## src/rtl/sdlib_pkg.sv

```systemverilog
// sdlib_pkg: shared helpers for the srdy/drdy library blocks
package sdlib_pkg;
  function automatic int clog2(input int v);
    int r;
    for (r = 0; (1 << r) < v; r++) ;
    return r;
  endfunction
endpackage

```

## src/rtl/sd_output_q_mem.sv

```systemverilog
// sd_output_q_mem: storage behind the head register, sync write and async read
module sd_output_q_mem #(
  parameter int width = 8,
  parameter int entries = 3,
  parameter int pw = 2
) (
  input  logic             clk,
  input  logic             wr_en,
  input  logic [pw-1:0]    wr_ptr,
  input  logic [width-1:0] wr_data,
  input  logic [pw-1:0]    rd_ptr,
  output logic [width-1:0] rd_data
);
  logic [width-1:0] mem [entries];
  always_ff @(posedge clk)
    if (wr_en) mem[wr_ptr] <= wr_data;
  assign rd_data = mem[rd_ptr];
endmodule

```

## src/rtl/sd_output_q.sv

```systemverilog
// sd_output_q: fully registered srdy/drdy output queue whose head is the output register
module sd_output_q
  import sdlib_pkg::*;
#(
  parameter int width = 8,
  parameter int depth = 4,
  parameter int cw = clog2(depth + 1)
) (
  input  logic             clk,
  input  logic             reset,
  input  logic             ic_srdy,
  output logic             ic_drdy,
  input  logic [width-1:0] ic_data,
  output logic             p_srdy,
  input  logic             p_drdy,
  output logic [width-1:0] p_data,
  output logic [cw-1:0]    usage
);
  localparam int pw = depth > 2 ? clog2(depth - 1) : 1;
  logic [pw-1:0] rd_ptr, wr_ptr;
  logic [width-1:0] rd_data;
  logic [cw-1:0] nxt_usage;
  logic load, drain, rd_en, to_head, wr_en;
  assign load = ic_srdy & ic_drdy;
  assign drain = p_srdy & p_drdy;
  assign rd_en = drain & (usage > cw'(1));
  // the head takes the incoming word directly when it would otherwise be empty
  assign to_head = load & (!p_srdy | (drain & usage == cw'(1)));
  assign wr_en = load & !to_head;
  assign nxt_usage = usage + cw'(load) - cw'(drain);
  always_ff @(posedge clk) begin
    if (reset) begin
      usage <= '0;
      p_srdy <= 1'b0;
      ic_drdy <= 1'b1;
      rd_ptr <= '0;
      wr_ptr <= '0;
    end else begin
      usage <= nxt_usage;
      p_srdy <= nxt_usage != '0;
      ic_drdy <= nxt_usage < cw'(depth);
      if (wr_en) wr_ptr <= wr_ptr == pw'(depth - 2) ? '0 : wr_ptr + 1'b1;
      if (rd_en) rd_ptr <= rd_ptr == pw'(depth - 2) ? '0 : rd_ptr + 1'b1;
    end
  end
  always_ff @(posedge clk)
    if (rd_en) p_data <= rd_data;
    else if (to_head) p_data <= ic_data;
  sd_output_q_mem #(.width(width), .entries(depth - 1), .pw(pw)) mem (
    .clk(clk),
    .wr_en(wr_en),
    .wr_ptr(wr_ptr),
    .wr_data(ic_data),
    .rd_ptr(rd_ptr),
    .rd_data(rd_data)
  );
`ifndef SYNTHESIS
  a_usage: assert property (@(posedge clk) disable iff (reset) usage <= cw'(depth));
  a_noload_full: assert property (@(posedge clk) disable iff (reset) !(load && usage == cw'(depth)));
  a_stable: assert property (@(posedge clk) disable iff (reset) p_srdy && !p_drdy |=> $stable(p_data));
`endif
endmodule
```

## config.mk

```make
export PLATFORM = sky130hd
export DESIGN_NAME = sd_output_q
export DESIGN_NICKNAME = d
export VERILOG_FILES = /design/src/rtl/sdlib_pkg.sv /design/src/rtl/sd_output_q_mem.sv /design/src/rtl/sd_output_q.sv
export SDC_FILE = /design/constraint.sdc
export NUM_CORES = 1
export LEC_CHECK = 0
export ABC_CLOCK_PERIOD_IN_PS = 3100
export CAP_MARGIN = 40
export CORE_UTILIZATION = 52
export DETAILED_ROUTE_END_ITERATION = 7
export PLACE_DENSITY = 0.75
export SYNTH_ARGS = -nofsm -noshare
export SYNTH_HDL_FRONTEND = slang
export SYNTH_SLANG_ARGS = --single-unit
```

## constraint.sdc

```tcl
create_clock -name clk -period 3.1 [get_ports clk]
set_clock_uncertainty 0.15 [all_clocks]
set_input_delay 0.93 -clock clk [delete_from_list [all_inputs] [get_ports clk]]
set_output_delay 0.93 -clock clk [all_outputs]
set_load 0.03 [all_outputs]
```

==> results.yml <==
status:
  status: "finished clean"
setup_path:
  cp_data_required_time_ns: 3.20
  cp_max_fo: 3
  arrival_ns: 2.77
  cp_num_buf_inv: 3
  r2r_start: "usage[1]"
  path_cells: "clkdlybuf4s50_1, and2_1, ha_1, inv_1, ha_1, fa_1, xor2_1, nor2_1, inv_1"
  critPathCaptureType: "flip-flop"
  cp_slowest_cell: "clkdlybuf4s50_1"
  crit_path_start: "p_drdy"
  path_class: "primary input to flip-flop"
  critPathLaunchType: "primary input"
  cpPeakStageDelay_ns: 0.43
  critPathTopFamily: "adder cells"
routing:
  viasPerCell: 5.156
  dr.first_iter.drc_count: 26
  final_antenna_net_count: 0
  routed_wl_um: 2771
  wl_per_cell_um: 14.43
  drtPass1Iterations: 4
  dr_total_vias: 990
  drc_errors: 0
layout:
  syn2layout_area_growth_pct: 20.87
  num_antenna_cells: 0
  layout-drive-gt1-share_pct: 15.54
  layout.cells.non_filler: 192
  nets: 163
clock_tree:
  cts_max_path_buffers: 2
  clk_latency_ns: 0.34
  clock_sinks: 43
  cts_hold_buf: 0
  cts_tree: "built"
  cts_buffers: 5
  postCtsSetupRepairBufs: 0
  cts_root_buffer: "clkbuf_4"
  post_cts_resized: 0
  clk_pin_slew_ns: 0.11
  h-tree-depth: 2
timing:
  max_slew.worst_pin.slew_ns: 0.5021
  final-max-slew-violation-count: 0
  setup_viol: 0
  setup_ws_ns: 0.4232
  period_minus_slack_ns: 2.677
  hold_viol_final: 0
  rsz0062_at_grt: "false"
  slew_headroom_pct: 66.48
  final.period_utilization_pct: 86.35
  fmax_mhz: 373.6
  fin_tns_setup_ns: 0
grt:
  antenna_found_initial: 0
  grt_pass1_wl_um: 4429
  grt_max_degree: 17
  grt.total_usage_pct: 18.45
  grt_pass1_vias: 969
  globalRouteOverflowTotal: 0
pwr:
  pwr-share-clk_pct: 16.2
  ir_drop_mv: 0.4466
  sw_frac_of_total_pct: 31.92
  intPower_mw: 1.036
  leakage_nw: 0.6979
  power_switching_mw: 0.4860
  p_per_area_nw_per_um2: 742.3
  p_comb_share_pct: 32.4
  seqPwrFrac_pct: 51.3
synth:
  yosysMostFrequentCell: "edfxtp_1"
  yosys_register_bits: 43
  synth_nets: 132
  yosys.area.top_type: "edfxtp_1"
  syn_area_um2: 1697
  synth_edf_count: 32
  avgSynthCellArea_um2: 14.63
  synth_area_leaders: "edfxtp_1, dfxtp_1, mux2_2, mux2i_1, o21ai_0"
  synth.distinct_cells: 27
  ys_seq_area_share_pct: 69.62
  yosys_warnings: 0
  syn_inst: 116
  synth_flop_cell: "edfxtp_1"
  ys_async_sr_fraction_pct: 0
  synthTopCellsByCount: "edfxtp_1, dfxtp_1, nand2_1, o21ai_0"
  synth_top_cell_area_share_pct: 56.64
placement:
  pre_cts_slack_ns: 0.05270
  hpwl_um: 1951
  finalWeightedCongestion: 0.7705
  dp_cells: 184
  portBuffers: 24
die:
  dieArea_um2: 3495
  io_pins: 25
  die_x_um: 59.12
  die_h_um: 59.12
  fp-row-count: 20
  initial_core_util_pct: 55.12
  coreArea_um2: 3078
hold_path:
  hp-class: "flip-flop to flip-flop"
  min_from: "rd_ptr[0]"
flow_run:
  maxCapViolations: 0
## cell families (layout without fill, tap and decap cells)
kind of cell / Yosys count / count (layout) / synth area share [%]
mux: 16 / 16 / 10.03
compound gates: 16 / 16 / 4.941
flops: 43 / 43 / 69.62
buf+inv: 10 / 42 / 2.360
simple gates: 26 / 26 / 9.146
fa+ha+maj: 4 / 4 / 3.393
xor+xnor: 1 / 1 / 0.5163
## placed cells by master, fill, tap and decap left out, drive strengths merged, types with 2 or more instances in the layout
cell type,count
clkinv,2
mux2i,8
clkdlybuf4s50,24
nor2,2
a21oi,5
o21ai,11
mux2,8
inv,7
edfxtp,32
clkbuf,6
dfxtp,11
nand2,11
buf,3
ha,3
nor2b,2
## through the flow
stage | utilization, % | area (um2) | total power [mW] | hold WS, ns
floorplan | - | 1697 | 1.097 | 0.2926
global placement | 65.00 | 2001 | 1.279 | 0.3095
detailed placement | 65.00 | 2001 | 1.294 | 0.3232
CTS | 66.63 | 2051 | 1.539 | 0.3385
global route | 66.63 | 2051 | 1.611 | 0.3666
finish | 66.63 | 2051 | 1.522 | 0.3400
## layer usage
metal  global-route usage [%]  vias to the layer above  routed length [um]
met5                        0                        -                   0
met4                    7.143                        0                  42
met2                    31.66                       22                1423
li1                         -                      484                   -
met3                    6.550                        5                 129
met1                    21.08                      479                1176
## final timing paths
check | endpoint | slack (ns) | depth (start not counted)
worst min-delay path | flip-flop | 0.34 | 2
worst min register to register | flip-flop | 0.34 | 2
worst max register to register | p_data[0] | 1.10 | 5
worst max-delay path | ic_drdy | 0.42 | 9
## power by group through the flow
stage	combinational (mW)	sequential (mW)	clock, mW
final	0.494	0.781	0.247
after floorplan	0.205	0.892	0
after global routing	0.537	0.793	0.281
after CTS	0.500	0.784	0.256
after global placement	0.487	0.792	0
after detailed placement	0.498	0.796	0
## worst min-delay path: stages, from the launching register on
cell and delay, ns:
dfxtp_1 0.33, nand2_1 0.05, a21oi_1 0.06
## final cells by class
class                      count  area (um2)
clock buffer                   6       41.29
clock inverter                 2       8.758
fill                         243        1027
inverter                       7       26.28
multi-input combinational     63       475.5
sequential                    43        1181
tap                           44       55.05
timing repair buffer          27       262.8
## state kept, by name, indices dropped and copies added, names as in the netlist, named ones only
register and cells:
rd_ptr 2, p_srdy 1, ic_drdy 1, wr_ptr 2, mem.mem 24, p_data 8, usage 3
Power figures use the tool's default switching activity.
==> patch: new RTL, same settings <==
Reset style: asynchronous (`reset`), changed in one clocked block.
--- a/src/rtl/sd_output_q.sv
+++ b/src/rtl/sd_output_q.sv
@@ -30,3 +30,3 @@
   assign nxt_usage = usage + cw'(load) - cw'(drain);
-  always_ff @(posedge clk) begin
+  always_ff @(posedge clk or posedge reset) begin
     if (reset) begin
Behaviour: not the same (Yosys sat finds a counterexample within 4 cycles, from zero or initial values and one cycle with reset high).
==> patch against the original RTL <==
Sequential cell count shrank 2. Worst setup slack worse by 0.12 ns. Routed wire length rose by 1.3%. Total power increased by 24%. Cell area up 0.18%. Synthesized cell count shrank 6.9%. Area after synthesis decreased by 0.74%. Largest cell class unchanged. Largest power group unchanged.
==> patch: results (changes against the original RTL) <==
status=completed; CP Data Arrival Time=2.88 ns (+0.11 ns); total track usage=18.6% (+0.14 points); top cells by count, synth=edfxtp_1 (32), nand2_1 (10), o21ai_0 (10); largest net degree at the start of global routing=15 (-2); vias in the first global route=974 (+0.52%); Max rail drop VDD=0.745 mV (+67%); post-CTS setup buffers=0 (unchanged); # nets final=156 (-4.3%); first-pass GRT wire length=4460 microns (+0.63%); DP HPWL=1910 microns (-1.9%); DRT Pass-1 Iters=3 (-1); initial antenna violation count=0 (unchanged); Tightest Pin Transition=0.552 ns (+0.0501 ns); Crit Path Max Fanout=3 (unchanged); FILL cells=249 (+2.5%); vias=933 (-5.8%); largest stage delay on the critical path=0.43 ns (about the same); share of cells above drive strength 1=19.1% (+3.6 points); Iter 0 DRT Violations=28 (+7.7%); Final GP Congestion=0.755 (-2.0%); Routed Wire Length=2810 microns (+1.3%); post-synth net total=124 (-6.1%); Post-synth EDFFs=32 (unchanged); Netlist cell types=26 (-3.7%); sequential element share of the synthesized area=70.5% (+0.89 points); top cells by area, synth=edfxtp_1 (57%), dfrtp_1 (12%), mux2_2 (5.3%); Post-Syn Area=0.00168 sq mm (-0.74%); dpl ws=-0.0656 ns (-0.118 ns); LEAKAGE=0.000774 uW (+11%); Async SR Flop Fraction=22.0% (+22 points)
patch: changes by cell type in the layout (fill, tap and decap cells not counted), sizes merged, moves of 2 or more:
cell / delta
a21oi: -5
buf: +2
dfrtp: +8
dfxtp: -11
mux2: +2
nor3: +2
patch: path summary, 6_finish.rpt:
path | cells after the start | startpoint | slack, ns | to
min in group asynchronous | 2 | reset | 0.68 | wr_ptr[0]$_DFFE_PP0P_
max | 8 | p_drdy | 0.30 | p_srdy$_DFF_PP0_
max in group asynchronous | 2 | reset | 1.82 | ic_drdy$_DFF_PP1_
min | 1 | usage[0]$_DFF_PP0_ | 0.45 | usage[0]$_DFF_PP0_
max reg2reg | 7 | ic_drdy$_DFF_PP1_ | 0.84 | p_srdy$_DFF_PP0_
min reg2reg | 1 | usage[0]$_DFF_PP0_ | 0.45 | usage[0]$_DFF_PP0_
patch: final cells by class:
type | instances | share of cell area [%]
sequential | 41 | 57.8
timing repair buffer | 29 | 13.5
clock buffer | 5 | 1.83
inverter | 6 | 1.10
multi-input combinational | 57 | 22.2
clock inverter | 3 | 0.853
tap | 44 | 2.68
patch: metrics by stage:
stage                     util (%)  hold WS (ns)  TNS (ns)  area (sq um)  cells
after floorplan                  -         0.347         0          1680    108
after global placement        65.5         0.408         0          2000    177
after detailed placement      65.5         0.424   -0.0656          2000    177
after CTS                     67.3         0.452         0          2050    185
after global routing          67.3         0.469         0          2050    185
final                         67.3         0.453         0          2050    185
patch: where the power goes:
| part | leakage (uW) | total, uW | switching, uW | internal (uW) |
|---|---|---|---|---|
| Sequential | 0.000400 | 874 | 106 | 768 |
| Combinational | 0.000343 | 760 | 388 | 372 |
| Clock | 0.0000310 | 256 | 171 | 85.6 |
| Total | 0.000774 | 1890 | 665 | 1230 |
patch: kinds of logic (layout without fill, tap and decap cells):
group	Yosys count	after routing	synth area share (%)
compound gates	11	11	3.42
xor+xnor	1	1	0.520
flops	41	41	70.5
simple gates	23	23	7.88
fa+ha+maj	4	4	3.42
mux	18	18	11.9
buf+inv	10	43	2.38
patch: worst reg2reg max path: stages, from the launching register on:
cell and delay [ns]:
dfstp_2 0.55, nand2_1 0.09, ha_1 0.29, inv_1 0.04
ha_1 0.18, fa_1 0.38, xnor2_1 0.16, or3_1 0.31
patch: routing by layer:
metal  GRT usage (%)  up-vias  wire, microns
li1                -      451              -
met1            23.4      462           1240
met2            31.2       16           1480
met3            4.62        4             63
met4            7.14        0             32
met5               0        -              0
